===== config.mk =====
export PLATFORM = sky130hd
export DESIGN_NAME = sram_arbiter_flat
export DESIGN_NICKNAME = d
export VERILOG_FILES = /design/src/rtl/cocofpga_pkg.sv /design/src/rtl/sram_arbiter_if.sv /design/src/rtl/sram_req_latch.sv /design/src/rtl/sram_arbiter.sv /design/src/flat_wrapper.sv
export SDC_FILE = /design/constraint.sdc
export NUM_CORES = 1
export LEC_CHECK = 0
export ABC_AREA = 1
export CORE_MARGIN = 2
export CORE_UTILIZATION = 45
export DETAILED_ROUTE_END_ITERATION = 7
export PLACE_DENSITY_LB_ADDON = 0.3
export SKIP_LAST_GASP = 1
export SLEW_MARGIN = 30
export SYNTH_ARGS = -nofsm -noshare
export SYNTH_HDL_FRONTEND = slang
export SYNTH_SLANG_ARGS = --single-unit

===== constraint.sdc =====
create_clock -name clock_50 -period 1.55 [get_ports clock_50]
set_input_delay 0.3875 -clock clock_50 [delete_from_list [all_inputs] [get_ports clock_50]]
set_output_delay 0.3875 -clock clock_50 [all_outputs]
set_load 0.1 [all_outputs]

===== src/rtl/cocofpga_pkg.sv =====
// Shared types and constants for the SRAM arbiter slice.
// Latency: n/a (declarations only).
// Backpressure: n/a.
//
// Contents: access FSM state encoding, requester port indices and the
// external SRAM address width.
package cocofpga_pkg;

    // External SRAM address width; requester addresses are zero-extended to it.
    localparam int SRAM_ADDR_W = 18;

    // Requester port indices (AVR/SPI is A, Coco bus is B).
    localparam int PORT_A = 0;
    localparam int PORT_B = 1;

    // Access FSM states. Encoding is fixed so it stays stable in debug dumps.
    typedef enum logic [1:0] {
        ST_IDLE   = 2'd0,
        ST_SETUP  = 2'd1,
        ST_ACCESS = 2'd2,
        ST_HOLD   = 2'd3
    } state_t;

    typedef logic [SRAM_ADDR_W-1:0] sram_addr_t;

endpackage


===== src/rtl/sram_arbiter_if.sv =====
// Bundle of requester handshakes, status and SRAM pin signals for sram_arbiter.
// Latency: n/a (wiring only).
// Backpressure: none; requesters fire one-cycle pulses and watch done/overrun.
//
// Modports:
//   slave  - the arbiter: consumes requests and sram_dq_in, drives done/rdata,
//            overrun, busy and all SRAM strobes/address/data-out.
//   master - the environment (SPI decoder, Coco decoder, SRAM pins).
interface sram_arbiter_if #(
    parameter int ADDR_W = 16
);
    import cocofpga_pkg::*;

    // Port A (AVR/SPI)
    logic              a_req;
    logic              a_we;
    logic [ADDR_W-1:0] a_addr;
    logic [7:0]        a_wdata;
    logic              a_done;
    logic [7:0]        a_rdata;

    // Port B (Coco bus)
    logic              b_req;
    logic              b_we;
    logic [ADDR_W-1:0] b_addr;
    logic [7:0]        b_wdata;
    logic              b_done;
    logic [7:0]        b_rdata;

    // Status
    logic [1:0]        overrun;   // sticky {B, A}
    logic              busy;

    // SRAM pins
    sram_addr_t        sram_addr;
    logic [7:0]        sram_dq_out;
    logic              sram_dq_oe;
    logic [7:0]        sram_dq_in;
    logic              sram_we_n;
    logic              sram_oe_n;

    modport slave (
        input  a_req, a_we, a_addr, a_wdata,
        input  b_req, b_we, b_addr, b_wdata,
        input  sram_dq_in,
        output a_done, a_rdata, b_done, b_rdata,
        output overrun, busy,
        output sram_addr, sram_dq_out, sram_dq_oe, sram_we_n, sram_oe_n
    );

    modport master (
        output a_req, a_we, a_addr, a_wdata,
        output b_req, b_we, b_addr, b_wdata,
        output sram_dq_in,
        input  a_done, a_rdata, b_done, b_rdata,
        input  overrun, busy,
        input  sram_addr, sram_dq_out, sram_dq_oe, sram_we_n, sram_oe_n
    );

endinterface


===== src/rtl/sram_req_latch.sv =====
// Per-port request holding register: captures we/addr/wdata on a req pulse.
// Latency: pending is visible the cycle after the req pulse.
// Backpressure: none; a pulse while already pending is dropped and flagged in a sticky overrun.
//
// Ports: clk_i/rst_ni clock and async active-low reset; req_i/we_i/addr_i/wdata_i
// request pulse and payload; clr_i grant strobe from the arbiter; pend_o,
// we_o, addr_o, wdata_o held request; overrun_o sticky drop flag.
module sram_req_latch
    import cocofpga_pkg::*;
#(
    parameter int ADDR_W = 16
) (
    input  logic              clk_i,
    input  logic              rst_ni,
    input  logic              req_i,
    input  logic              we_i,
    input  logic [ADDR_W-1:0] addr_i,
    input  logic [7:0]        wdata_i,
    input  logic              clr_i,
    output logic              pend_o,
    output logic              we_o,
    output logic [ADDR_W-1:0] addr_o,
    output logic [7:0]        wdata_o,
    output logic              overrun_o
);

    logic              pend_q, pend_d;
    logic              we_q, we_d;
    logic [ADDR_W-1:0] addr_q, addr_d;
    logic [7:0]        wdata_q, wdata_d;
    logic              ovr_q, ovr_d;
    logic              load;

    always_comb begin
        // A pulse on the grant edge is accepted: the arbiter copies the old
        // contents on that same edge, so the slot is free to take the new one.
        load    = req_i && (!pend_q || clr_i);
        pend_d  = pend_q;
        we_d    = we_q;
        addr_d  = addr_q;
        wdata_d = wdata_q;
        ovr_d   = ovr_q | (req_i && pend_q && !clr_i);

        if (load) begin
            pend_d  = 1'b1;
            we_d    = we_i;
            addr_d  = addr_i;
            wdata_d = wdata_i;
        end else if (clr_i) begin
            pend_d  = 1'b0;
        end
    end

    always_ff @(posedge clk_i or negedge rst_ni) begin
        if (!rst_ni) begin
            pend_q  <= 1'b0;
            we_q    <= 1'b0;
            addr_q  <= '0;
            wdata_q <= '0;
            ovr_q   <= 1'b0;
        end else begin
            pend_q  <= pend_d;
            we_q    <= we_d;
            addr_q  <= addr_d;
            wdata_q <= wdata_d;
            ovr_q   <= ovr_d;
        end
    end

    assign pend_o    = pend_q;
    assign we_o      = we_q;
    assign addr_o    = addr_q;
    assign wdata_o   = wdata_q;
    assign overrun_o = ovr_q;

endmodule


===== src/rtl/sram_arbiter.sv =====
// Sole owner of the external 8-bit SRAM: serialises single-byte accesses from port A (SPI) and port B (Coco).
// Latency: on an idle bus done is registered ACCESS_CYCLES+3 edges after the edge that captures req.
// Backpressure: one request held per port; extra pulses while pending are dropped and flagged in overrun.
//
// Ports: clock_50, reset_n (async active-low); bus (sram_arbiter_if.slave) carrying
// both requester handshakes, overrun/busy status and the SRAM pins.
// ACCESS_CYCLES and MAX_CONSEC are meaningful in 1..15 (4-bit counters).
module sram_arbiter
    import cocofpga_pkg::*;
#(
    parameter int ADDR_W        = 16,
    parameter int ACCESS_CYCLES = 6,
    parameter int MAX_CONSEC    = 4
) (
    input  logic          clock_50,
    input  logic          reset_n,
    sram_arbiter_if.slave bus
);

    localparam logic OWN_A = 1'(PORT_A);
    localparam logic OWN_B = 1'(PORT_B);

    // Held requests from the two latches
    logic              a_pend, a_we, a_ovr, clr_a;
    logic [ADDR_W-1:0] a_addr;
    logic [7:0]        a_wdata;
    logic              b_pend, b_we, b_ovr, clr_b;
    logic [ADDR_W-1:0] b_addr;
    logic [7:0]        b_wdata;

    // FSM and bus registers
    state_t     state_q, state_d;
    logic [3:0] cnt_q, cnt_d;
    logic [3:0] consec_q, consec_d;
    logic       owner_q, owner_d;
    logic       wr_q, wr_d;
    sram_addr_t addr_q, addr_d;
    logic [7:0] dq_out_q, dq_out_d;
    logic       dq_oe_q, dq_oe_d;
    logic       we_n_q, we_n_d;
    logic       oe_n_q, oe_n_d;
    logic       busy_q, busy_d;
    logic       a_done_q, a_done_d;
    logic       b_done_q, b_done_d;
    logic [7:0] a_rdata_q, a_rdata_d;
    logic [7:0] b_rdata_q, b_rdata_d;
    logic       grant_b;

    sram_req_latch #(.ADDR_W(ADDR_W)) u_latch_a (
        .clk_i     (clock_50),
        .rst_ni    (reset_n),
        .req_i     (bus.a_req),
        .we_i      (bus.a_we),
        .addr_i    (bus.a_addr),
        .wdata_i   (bus.a_wdata),
        .clr_i     (clr_a),
        .pend_o    (a_pend),
        .we_o      (a_we),
        .addr_o    (a_addr),
        .wdata_o   (a_wdata),
        .overrun_o (a_ovr)
    );

    sram_req_latch #(.ADDR_W(ADDR_W)) u_latch_b (
        .clk_i     (clock_50),
        .rst_ni    (reset_n),
        .req_i     (bus.b_req),
        .we_i      (bus.b_we),
        .addr_i    (bus.b_addr),
        .wdata_i   (bus.b_wdata),
        .clr_i     (clr_b),
        .pend_o    (b_pend),
        .we_o      (b_we),
        .addr_o    (b_addr),
        .wdata_o   (b_wdata),
        .overrun_o (b_ovr)
    );

    // A has priority, except that B is forced once A has taken MAX_CONSEC
    // grants in a row while B was waiting.
    assign grant_b = b_pend && (!a_pend || (consec_q == 4'(MAX_CONSEC)));

    always_comb begin
        state_d   = state_q;
        cnt_d     = cnt_q;
        consec_d  = consec_q;
        owner_d   = owner_q;
        wr_d      = wr_q;
        addr_d    = addr_q;
        dq_out_d  = dq_out_q;
        a_done_d  = 1'b0;
        b_done_d  = 1'b0;
        a_rdata_d = a_rdata_q;
        b_rdata_d = b_rdata_q;
        clr_a     = 1'b0;
        clr_b     = 1'b0;

        // The starvation count only means something while B is waiting.
        if (!b_pend) begin
            consec_d = '0;
        end

        case (state_q)
            ST_IDLE: begin
                if (a_pend || b_pend) begin
                    state_d = ST_SETUP;
                    if (grant_b) begin
                        owner_d  = OWN_B;
                        wr_d     = b_we;
                        addr_d   = SRAM_ADDR_W'(b_addr);
                        dq_out_d = b_wdata;
                        clr_b    = 1'b1;
                        consec_d = '0;
                    end else begin
                        owner_d  = OWN_A;
                        wr_d     = a_we;
                        addr_d   = SRAM_ADDR_W'(a_addr);
                        dq_out_d = a_wdata;
                        clr_a    = 1'b1;
                        if (b_pend) begin
                            consec_d = consec_q + 4'd1;
                        end
                    end
                end
            end

            ST_SETUP: begin
                state_d = ST_ACCESS;
                cnt_d   = 4'(ACCESS_CYCLES - 1);
            end

            ST_ACCESS: begin
                if (cnt_q == 4'd0) begin
                    state_d = ST_HOLD;
                    // Sample read data on the last strobe edge, while oe_n is still low.
                    if (!wr_q) begin
                        if (owner_q == OWN_B) begin
                            b_rdata_d = bus.sram_dq_in;
                        end else begin
                            a_rdata_d = bus.sram_dq_in;
                        end
                    end
                end else begin
                    cnt_d = cnt_q - 4'd1;
                end
            end

            ST_HOLD: begin
                state_d = ST_IDLE;
                if (owner_q == OWN_B) begin
                    b_done_d = 1'b1;
                end else begin
                    a_done_d = 1'b1;
                end
            end

            default: begin
                state_d = ST_IDLE;
            end
        endcase
    end

    // Pin controls are decoded from the next state so the registered strobes
    // line up exactly with the state they belong to; we_n and oe_n are keyed
    // on opposite values of wr_d, so they can never be low together.
    always_comb begin
        we_n_d  = !((state_d == ST_ACCESS) && wr_d);
        oe_n_d  = !((state_d == ST_ACCESS) && !wr_d);
        dq_oe_d = (state_d != ST_IDLE) && wr_d;
        busy_d  = (state_d != ST_IDLE);
    end

    always_ff @(posedge clock_50 or negedge reset_n) begin
        if (!reset_n) begin
            state_q   <= ST_IDLE;
            cnt_q     <= '0;
            consec_q  <= '0;
            owner_q   <= OWN_A;
            wr_q      <= 1'b0;
            addr_q    <= '0;
            dq_out_q  <= '0;
            dq_oe_q   <= 1'b0;
            we_n_q    <= 1'b1;
            oe_n_q    <= 1'b1;
            busy_q    <= 1'b0;
            a_done_q  <= 1'b0;
            b_done_q  <= 1'b0;
            a_rdata_q <= '0;
            b_rdata_q <= '0;
        end else begin
            state_q   <= state_d;
            cnt_q     <= cnt_d;
            consec_q  <= consec_d;
            owner_q   <= owner_d;
            wr_q      <= wr_d;
            addr_q    <= addr_d;
            dq_out_q  <= dq_out_d;
            dq_oe_q   <= dq_oe_d;
            we_n_q    <= we_n_d;
            oe_n_q    <= oe_n_d;
            busy_q    <= busy_d;
            a_done_q  <= a_done_d;
            b_done_q  <= b_done_d;
            a_rdata_q <= a_rdata_d;
            b_rdata_q <= b_rdata_d;
        end
    end

    assign bus.a_done      = a_done_q;
    assign bus.a_rdata     = a_rdata_q;
    assign bus.b_done      = b_done_q;
    assign bus.b_rdata     = b_rdata_q;
    assign bus.overrun     = {b_ovr, a_ovr};
    assign bus.busy        = busy_q;
    assign bus.sram_addr   = addr_q;
    assign bus.sram_dq_out = dq_out_q;
    assign bus.sram_dq_oe  = dq_oe_q;
    assign bus.sram_we_n   = we_n_q;
    assign bus.sram_oe_n   = oe_n_q;

endmodule


===== src/flat_wrapper.sv =====
// flat-port wrapper written by rule: the top's interface ports become plain ports
module sram_arbiter_flat import cocofpga_pkg::*;
#(
    parameter int ADDR_W        = 16,
    parameter int ACCESS_CYCLES = 6,
    parameter int MAX_CONSEC    = 4
)
  (clock_50, reset_n, bus_a_req, bus_a_we, bus_a_addr, bus_a_wdata, bus_b_req, bus_b_we, bus_b_addr, bus_b_wdata, bus_sram_dq_in, bus_a_done, bus_a_rdata, bus_b_done, bus_b_rdata, bus_overrun, bus_busy, bus_sram_addr, bus_sram_dq_out, bus_sram_dq_oe, bus_sram_we_n, bus_sram_oe_n);
  sram_arbiter_if #(.ADDR_W(ADDR_W)) bus_i ();
  input  logic clock_50;
  input  logic reset_n;
  input wire logic [$bits(bus_i.a_req)-1:0] bus_a_req;
  input wire logic [$bits(bus_i.a_we)-1:0] bus_a_we;
  input wire logic [$bits(bus_i.a_addr)-1:0] bus_a_addr;
  input wire logic [$bits(bus_i.a_wdata)-1:0] bus_a_wdata;
  input wire logic [$bits(bus_i.b_req)-1:0] bus_b_req;
  input wire logic [$bits(bus_i.b_we)-1:0] bus_b_we;
  input wire logic [$bits(bus_i.b_addr)-1:0] bus_b_addr;
  input wire logic [$bits(bus_i.b_wdata)-1:0] bus_b_wdata;
  input wire logic [$bits(bus_i.sram_dq_in)-1:0] bus_sram_dq_in;
  output wire logic [$bits(bus_i.a_done)-1:0] bus_a_done;
  output wire logic [$bits(bus_i.a_rdata)-1:0] bus_a_rdata;
  output wire logic [$bits(bus_i.b_done)-1:0] bus_b_done;
  output wire logic [$bits(bus_i.b_rdata)-1:0] bus_b_rdata;
  output wire logic [$bits(bus_i.overrun)-1:0] bus_overrun;
  output wire logic [$bits(bus_i.busy)-1:0] bus_busy;
  output wire logic [$bits(bus_i.sram_addr)-1:0] bus_sram_addr;
  output wire logic [$bits(bus_i.sram_dq_out)-1:0] bus_sram_dq_out;
  output wire logic [$bits(bus_i.sram_dq_oe)-1:0] bus_sram_dq_oe;
  output wire logic [$bits(bus_i.sram_we_n)-1:0] bus_sram_we_n;
  output wire logic [$bits(bus_i.sram_oe_n)-1:0] bus_sram_oe_n;
  assign bus_i.a_req = bus_a_req;
  assign bus_i.a_we = bus_a_we;
  assign bus_i.a_addr = bus_a_addr;
  assign bus_i.a_wdata = bus_a_wdata;
  assign bus_i.b_req = bus_b_req;
  assign bus_i.b_we = bus_b_we;
  assign bus_i.b_addr = bus_b_addr;
  assign bus_i.b_wdata = bus_b_wdata;
  assign bus_i.sram_dq_in = bus_sram_dq_in;
  assign bus_a_done = bus_i.a_done;
  assign bus_a_rdata = bus_i.a_rdata;
  assign bus_b_done = bus_i.b_done;
  assign bus_b_rdata = bus_i.b_rdata;
  assign bus_overrun = bus_i.overrun;
  assign bus_busy = bus_i.busy;
  assign bus_sram_addr = bus_i.sram_addr;
  assign bus_sram_dq_out = bus_i.sram_dq_out;
  assign bus_sram_dq_oe = bus_i.sram_dq_oe;
  assign bus_sram_we_n = bus_i.sram_we_n;
  assign bus_sram_oe_n = bus_i.sram_oe_n;
  sram_arbiter #(.ADDR_W(ADDR_W), .ACCESS_CYCLES(ACCESS_CYCLES), .MAX_CONSEC(MAX_CONSEC)) u_core (.clock_50(clock_50), .reset_n(reset_n), .bus(bus_i));
endmodule

==> impl_metrics.tcl <==
set metrics [dict create \
    area_delta_synth_final_pct 54.21 \
    synth-compound-area-share_pct 4.971 \
    place_ws_ns -0.09866 \
    crit_chain "inv_2, ha_4, nand3_4, nand2_4, buf_6, nand2_8, nand2_8, nand2_4, nand2_1, nand2_1" \
    grt_usage_pct 21.97 \
    clock_skew_ns 0.01223 \
    layout_min_cycle_time_ns 1.584 \
    worst-endpoint-arrival_ns 1.85 \
    numClockSinks 112 \
    synth_xor_area_share_pct 0.3663 \
    grt_pass1_wl_mm 19.80 \
    synth_ff_type "dfrtp_1" \
    cp_slowest_cell "dfrtp_1" \
    place_congestion 0.8234 \
    hold_violations 0 \
    yosysWarnings 0 \
    power.total_mw 14.36 \
    grt_antenna_before_repair 0 \
    crit_required_ns 1.81 \
    synth_mux_area_share_pct 0 \
    fillers 694 \
    synth.avg_cell_area_um2 9.040 \
    synthTopCellsByCount "nand2_1 (168), dfrtp_1 (110), nand3_1 (103)" \
    totalWireLength_mm 14.17 \
    multiInputGateArea_mm2 0.001982 \
    cts_buffers 9 \
    violations "setup timing" \
    path_class "flip-flop to flip-flop" \
    drive_above_1_share_pct 23.34 \
    start_kind "flip-flop" \
    grt_max_degree 48 \
    die-area_mm2 0.01147 \
    synth_top_family_by_area "simple AND/OR/NAND/NOR gates" \
    port_buffers 109 \
    wl_per_cell_um 17.43 \
    drtIter0Drc 356 \
    antenna_left 0 \
    period_share_pct 102.2 \
    core_area_mm2 0.01032 \
    status "complete, but fails checks" \
    drc 0 \
    die_h_um 107.1 \
    antennaDiodeCount 0 \
    tightest_slew_ns 0.8329 \
    fmax_mhz 631.4 \
    syn_area_mm2 0.004782 \
    vias 4294 \
    rsz0062_at_grt "true" \
    clk_latency_ns 0.37 \
    overflow 0 \
    slew_headroom_pct 44.38 \
    synthCells 529 \
    synth.area.top_cells "dfrtp_1 (58%), nand2_1 (13%), nand3_1 (11%)" \
    max_stage_delay_ns 0.42 \
    ys_ff_latch 112 \
    max-cap-violations 0 \
    p_leak_nw 3.549 \
    synthAdderAreaFrac_pct 2.093 \
    pin_count 112 \
    crit_fanout 6 \
    cts-root-buf "clkbuf_8" \
    h-tree-depth 3 \
    min_path_type "primary input to asynchronous set/reset pin" \
    fin_ws_ns -0.03385 \
    start_util_pct 46.32 \
    setup_viol 13 \
    synthArstFlopShare_pct 100.0 \
    clk_pin_slew_ns 0.11 \
    cp_num_buf_inv 2 \
    synth_area_leader_cell "dfrtp_1" \
    yosysMostFrequentCell "nand2_1" \
    drt_first_pass_iters 6 \
    row_count 37 \
    netlist.area_leader.share_pct 57.56 \
    ir_drop_uv 1863 \
    synthSimpleGateAreaFrac_pct 27.16 \
    ff_latch_area_mm2 0.002806 \
    cp-end-kind "flip-flop" \
    ys_seq_area_share_pct 58.66 \
    vias_per_cell 5.282 \
    nets 743 \
    clock_path_buffers 2 \
    hpwl_mm 8.719 \
    die_w_um 107.1 \
    crit_family "simple AND/OR/NAND/NOR gates" \
    synth_edf_count 0 \
    cts_tree "built" \
    power_density_mw_per_mm2 1947 \
    ys_types 25 \
    drv_slew 0 \
    grt_pass1_vias 4098 \
]
==> worst paths after layout <==
check                           slack (ns)  cells after the start                          to                        from
worst max-delay path                 -0.03                     10       u_core.u_latch_b.we_o          u_core.consec_q[1]
worst max register to register       -0.03                     10       u_core.u_latch_b.we_o          u_core.consec_q[1]
min in group clock_50                 0.48                      2  u_core.u_latch_b.addr_o[3]  u_core.u_latch_b.addr_o[3]
worst min-delay path                  0.46                      2           u_core.bus.a_done                     reset_n
max in group asynchronous             0.52                      3  u_core.u_latch_a.addr_o[6]                     reset_n
worst min register to register        0.48                      2  u_core.u_latch_b.addr_o[3]  u_core.u_latch_b.addr_o[3]
==> power by group <==
part           internal, mW  switching [mW]  leakage [nW]
logic                  2.76            5.11          2.09
clock network         0.640            1.02        0.0935
registers              3.90           0.923          1.36
total                  7.30            7.05          3.55
==> cell families after synthesis <==
family | Yosys count
flip-flops | 112
adder cells (fa/ha/maj) | 8
XOR/XNOR | 2
AO/OA/AOI/OAI | 46
other | 1
AND/OR/NAND/NOR | 294
buffers and inverters | 66
==> what timing repair did <==
item | 4_1_cts | 5_1_grt
pin swaps | 2 | 11
gates cloned | 1 | 10
hold buffers | 1 | 0
resized for setup | 14 | 65
hold endpoints to repair | 21 | 0
setup buffers | 2 | 10
endpoints found under the setup margin | 69 | 101
==> through the flow <==
stage	instance area (um^2)	TNS (ns)	utilization (%)	std cells	hold slack, ns
after floorplan	4788	0	-	530	0.09191
after global placement	6671	-0.1868	64.62	774	0.3112
after detailed placement	6671	-3.329	64.62	774	0.3132
after CTS	6939	0	67.22	793	0.4688
after global routing	7375	-1.942	71.43	813	0.4928
final	7375	-0.1983	71.43	813	0.4587
==> worst reg2reg max path, cell delays in order, from the launching register on <==
cell and delay (ns):
dfrtp_1 0.42, inv_2 0.09, ha_4 0.15, nand3_4 0.08
nand2_4 0.12, buf_6 0.13, nand2_8 0.08, nand2_8 0.14
nand2_4 0.12, nand2_1 0.11, nand2_1 0.05
==> cell usage in the layout, fill, tap and decap left out, types with 4 or more instances in the layout <==
| cell | count |
|---|---|
| nand2_1 | 162 |
| dfrtp_1 | 109 |
| nand3_1 | 96 |
| clkdlybuf4s50_1 | 59 |
| buf_12 | 57 |
| buf_4 | 29 |
| inv_1 | 26 |
| a21oi_1 | 17 |
| o21ai_1 | 13 |
| nand2_8 | 12 |
| nor2_1 | 12 |
| o21ai_0 | 10 |
| clkbuf_8 | 10 |
| inv_2 | 9 |
| buf_6 | 7 |
| nand2_2 | 5 |
| nand3_2 | 4 |
| ha_1 | 4 |
==> final cells by class <==
type,instances,area share [%]
Clock buffer,10,1.866
Sequential cell,112,38.06
Inverter,36,1.866
Multi-Input combinational cell,358,26.87
Tap cell,136,2.307
Clock inverter,5,0.5429
Timing Repair Buffer,156,28.49
==> registers in the layout (all words and copies together) (netlist names), 2 cells and up <==
name,cells
u_core.bus.a_rdata,8
u_core.bus.b_rdata,8
u_core.bus.sram_addr,16
u_core.bus.sram_dq_out,8
u_core.cnt_q,4
u_core.consec_q,4
u_core.state_q,2
u_core.u_latch_a.addr_o,16
u_core.u_latch_a.wdata_o,8
u_core.u_latch_b.addr_o,16
u_core.u_latch_b.wdata_o,8
==> layer usage <==
metal	track usage [%]	routed length, um	vias to the layer above
met5	0	0	-
met2	38.97	7537	194
met4	6.215	266	0
li1	-	-	2000
met1	28.10	5566	2074
met3	2.979	803	26
Note: power is estimated with default switching activity, not from simulation.
==> variant 1 (config.mk and constraints unchanged) <==
`addr_q` no longer has a reset.
--- a/src/rtl/sram_req_latch.sv
+++ b/src/rtl/sram_req_latch.sv
@@ -55,16 +55,18 @@
         if (!rst_ni) begin
             pend_q  <= 1'b0;
             we_q    <= 1'b0;
-            addr_q  <= '0;
             wdata_q <= '0;
             ovr_q   <= 1'b0;
         end else begin
             pend_q  <= pend_d;
             we_q    <= we_d;
-            addr_q  <= addr_d;
             wdata_q <= wdata_d;
             ovr_q   <= ovr_d;
         end
+    end
+
+    always_ff @(posedge clk_i) begin
+        addr_q <= addr_d;
     end
 
     assign pend_o    = pend_q;
Function: same outputs for any inputs over 10 cycles, from zero or initial values and one cycle with reset_n low; that may be too few to reach the edited logic, so the function may still have changed.
==> variant 1 against the unedited design <==
The flow still finishes with violations (setup timing); area after synthesis is 6.3% lower; final area decreased by 6.7%; fmax fell by 0.69%; sequential cell count stayed put; setup slack worse by 0.011 ns; routed wire length is 26% lower; critical path type unchanged; highest routed layer unchanged.
Power is not compared: it rests on default switching activity, and its combinational part moved more than twofold at a synthesized area within 25%.
==> variant 1: results (changes against the unedited design) <==
INFO  layout         nonClockInverterCount=42 [+17%]
INFO  sta            fin_worst_skew=0.0176ns [+0.00542 ns]
INFO  sta            final-setup-viol-count=30 [+17]
INFO  logic_synthesis synthXorXnorAreaFrac=0.391% [+0.025 points]
INFO  layout         multiInputGateArea=1400um^2 [-29%]
INFO  logic_synthesis synth_compound_area_share=5.36% [+0.39 points]
INFO  layout         numSequentialCells=112 [unchanged]
INFO  global_routing grt_first_pass_wirelength=16.5mm [-17%]
INFO  outcome        run_status=finished with violations
INFO  sta            worst_hold_slack=0.459ns [+0.000564 ns]
INFO  placement      gp_routability_congestion=0.767 [-6.9%]
INFO  layout         final_cell_area_excluding_filler_cells=6880um^2 [-6.7%]
INFO  outcome        failed_checks=setup timing
INFO  drt            wl_met2=5.43mm [-28%]
INFO  layout         sequential_cell_area=2970um^2 [+5.7%]
INFO  logic_synthesis ys_async_sr_fraction=71.4% [-29 points]
INFO  logic_synthesis post_synth_num_cell_types=29 [+16%]
INFO  layout         layout-drive-gt1-share=27.0% [+3.6 points]
INFO  setup_path     critical_path_fanout_max=8 [+2]
INFO  sta            totalNegativeSetupSlack=-0.645ns [-0.446 ns]
INFO  placement      postPlaceCellArea=6390um^2 [-4.3%]
INFO  drt            met3_wirelength=539um [-33%]
INFO  layout         filler_cell_count=691 [-0.43%]
INFO  global_routing grtUsageMet1=25.0% [-3.1 points]
INFO  sta            setup_slack=-0.0449ns [-0.0110 ns]
INFO  drt            detail_route.wirelength.met1=4.29mm [-23%]
INFO  logic_synthesis post_synth_edffs=32 [+32]
INFO  setup_path     worstReg2RegEnd=u_core.u_latch_a.addr_o[9]
INFO  drt            drt_initial_violations=138 [-61%]
INFO  layout         finish.cell_count_without_fillers=708 [-13%]
INFO  global_routing groute.usage.overall=19.4% [-2.6 points]
INFO  logic_synthesis synthTopCellsByCount=sky130_fd_sc_hd__nand2_1, sky130_fd_sc_hd__dfrtp_1, sky130_fd_sc_hd__inv_1
INFO  layout         n_multi_input_combinational_cell=258 [-28%]
INFO  layout         fin_nets=640 [-14%]
==> variant 1: cell types whose count changed after synthesis, moves of 5 or more <==
cell and delta:
sky130_fd_sc_hd__nand3_1 -69, sky130_fd_sc_hd__dfrtp_1 -32, sky130_fd_sc_hd__edfxtp_1 +32, sky130_fd_sc_hd__nand2_1 -32, sky130_fd_sc_hd__clkbuf_1 -8, sky130_fd_sc_hd__o21ai_0 -8
sky130_fd_sc_hd__o21ai_1 +7, sky130_fd_sc_hd__buf_2 -5
==> variant 1: critical path, cell delays in order (launching register included) <==
cell and delay [ns]:
sky130_fd_sc_hd__dfrtp_1 0.41, sky130_fd_sc_hd__inv_2 0.10, sky130_fd_sc_hd__ha_4 0.16, sky130_fd_sc_hd__inv_4 0.05, sky130_fd_sc_hd__nor2_4 0.14, sky130_fd_sc_hd__nand2_4 0.07
sky130_fd_sc_hd__nand2_4 0.08, sky130_fd_sc_hd__nand2_4 0.06, sky130_fd_sc_hd__clkinvlp_4 0.12, sky130_fd_sc_hd__clkbuf_16 0.16
==> variant 2 (same settings) <==
Without the edit above. `ADDR_W` is set to 16 in 4 places; all go to 17.
--- a/src/rtl/sram_arbiter_if.sv
+++ b/src/rtl/sram_arbiter_if.sv
@@ -7,7 +7,7 @@
 //            overrun, busy and all SRAM strobes/address/data-out.
 //   master - the environment (SPI decoder, Coco decoder, SRAM pins).
 interface sram_arbiter_if #(
-    parameter int ADDR_W = 16
+    parameter int ADDR_W = 17
 );
     import cocofpga_pkg::*;
 
--- a/src/rtl/sram_req_latch.sv
+++ b/src/rtl/sram_req_latch.sv
@@ -8,7 +8,7 @@
 module sram_req_latch
     import cocofpga_pkg::*;
 #(
-    parameter int ADDR_W = 16
+    parameter int ADDR_W = 17
 ) (
     input  logic              clk_i,
     input  logic              rst_ni,
--- a/src/rtl/sram_arbiter.sv
+++ b/src/rtl/sram_arbiter.sv
@@ -8,7 +8,7 @@
 module sram_arbiter
     import cocofpga_pkg::*;
 #(
-    parameter int ADDR_W        = 16,
+    parameter int ADDR_W        = 17,
     parameter int ACCESS_CYCLES = 6,
     parameter int MAX_CONSEC    = 4
 ) (
--- a/src/flat_wrapper.sv
+++ b/src/flat_wrapper.sv
@@ -1,7 +1,7 @@
 // flat-port wrapper written by rule: the top's interface ports become plain ports
 module sram_arbiter_flat import cocofpga_pkg::*;
 #(
-    parameter int ADDR_W        = 16,
+    parameter int ADDR_W        = 17,
     parameter int ACCESS_CYCLES = 6,
     parameter int MAX_CONSEC    = 4
 )
Interface: changed (resized bus_a_addr and bus_b_addr); port bits go from 112 to 114. The function was not compared with the original's and may differ.
==> variant 2 against the unedited design <==
The run still ends with setup timing left; die area rose by 6.2%; power rose by 17%; sequential cell count increased by 3; sequential power increased by 4%; first-iteration DRC count is 18% lower; synthesized cell count up 2.8%; combinational power is 2.7% higher; non-clock buffer count fell by 1; setup slack got worse by 0.0034 ns; area after synthesis up 6.5%; final area up 7.8%; routed wire length fell by 2.3%; largest cell class unchanged.
==> variant 2: results (changes against the unedited design) <==
INFO  outcome        run_status=finished with violations
INFO  outcome        failed_checks=setup timing
INFO  sta            timing_worst_slew_pin_value=0.850ns [+0.0172 ns]
INFO  clock_network  root_buffer=sky130_fd_sc_hd__clkbuf_16
INFO  drt            drt-total-wl=13.8mm [-2.3%]
INFO  drt            drt_initial_violations=291 [-18%]
INFO  placement      gp_routability_congestion=0.815 [-1.0%]
INFO  sta            setup_slack=-0.0373ns [-0.00343 ns]
INFO  setup_path     critical_path_fanout_max=8 [+2]
INFO  logic_synthesis post_synth_num_cell_types=30 [+20%]
INFO  global_routing grt_max_degree=63 [+31%]
INFO  drt            drtPass1Iterations=5 [-1]
INFO  placement      port_buffers=112 [+2.8%]
INFO  clock_network  setup_repair_bufs_after_cts=1 [-1]
INFO  sta            clock.fmax=0.630GHz [-0.22%]
INFO  sta            final-setup-viol-count=8 [-5]
INFO  sta            totalNegativeSetupSlack=-0.0882ns [+0.110 ns]
INFO  layout         layout-drive-gt1-share=28.8% [+5.4 points]
INFO  logic_synthesis syn-instance-count=544 [+2.8%]
INFO  logic_synthesis synthTopCellsByCount=sky130_fd_sc_hd__nand2_1, sky130_fd_sc_hd__dfrtp_1, sky130_fd_sc_hd__nand3_1
INFO  clock_network  htree_levels=4 [+1]
INFO  clock_network  post_cts_resized=10 [-4]
INFO  layout         fin_nets=762 [+2.6%]
INFO  drt            average_wire_length_per_cell_after_detail_routing=16.5um [-5.3%]
INFO  setup_path     max_stage_delay=0.39ns [-0.03 ns]
INFO  placement      postPlaceCellArea=6920um^2 [+3.7%]
INFO  logic_synthesis synthXorXnorAreaFrac=0.344% [-0.022 points]
INFO  logic_synthesis synth_compound_area_share=4.74% [-0.23 points]
INFO  clock_network  worst_skew_pair.late_latency=0.40ns [+0.03 ns]
INFO  sta            fin_worst_skew=0.00890ns [-0.00333 ns]
INFO  min_path       worstHoldPathType=reg -> reg
INFO  logic_synthesis synth.yosys.seq_area_share=56.6% [-2.1 points]
INFO  clock_network  worst_setup_hold_path_clk_slew=0.05ns [-0.06 ns]
INFO  setup_path     worst-endpoint-arrival=1.88ns [+0.03 ns]
INFO  clock_network  numCtsBuffers=17 [+8]
INFO  global_routing groute.usage.overall=21.9% [-0.099 points]
==> variant 2: cell type report <==
cell class              count  area (um^2)
flip-flops and latches    115         2880
clock inverters             5         77.6
fillers                   735         2990
clock buffers              23          488
inverters                  36          145
repair buffers            155         2090
well taps                 140          175
multi-input cells         365         2090
==> variant 2: routing by layer <==
layer / global-route usage [%] / share of wire [%] / vias up
li1: - / - / 2050
met1: 28.8 / 41 / 2121
met2: 35.1 / 51 / 184
met3: 4.17 / 5.9 / 32
met4: 10.3 / 2.3 / 0
met5: 0 / 0 / -
==> variant 2: where the power goes <==
| group | total, W | leakage, nW | internal (W) | switching [W] |
|---|---|---|---|---|
| registers | 0.00499 | 1.40 | 0.00402 | 0.000969 |
| logic | 0.00809 | 2.08 | 0.00287 | 0.00523 |
| clock network | 0.00375 | 0.277 | 0.00249 | 0.00126 |
| total | 0.0168 | 3.75 | 0.00938 | 0.00745 |
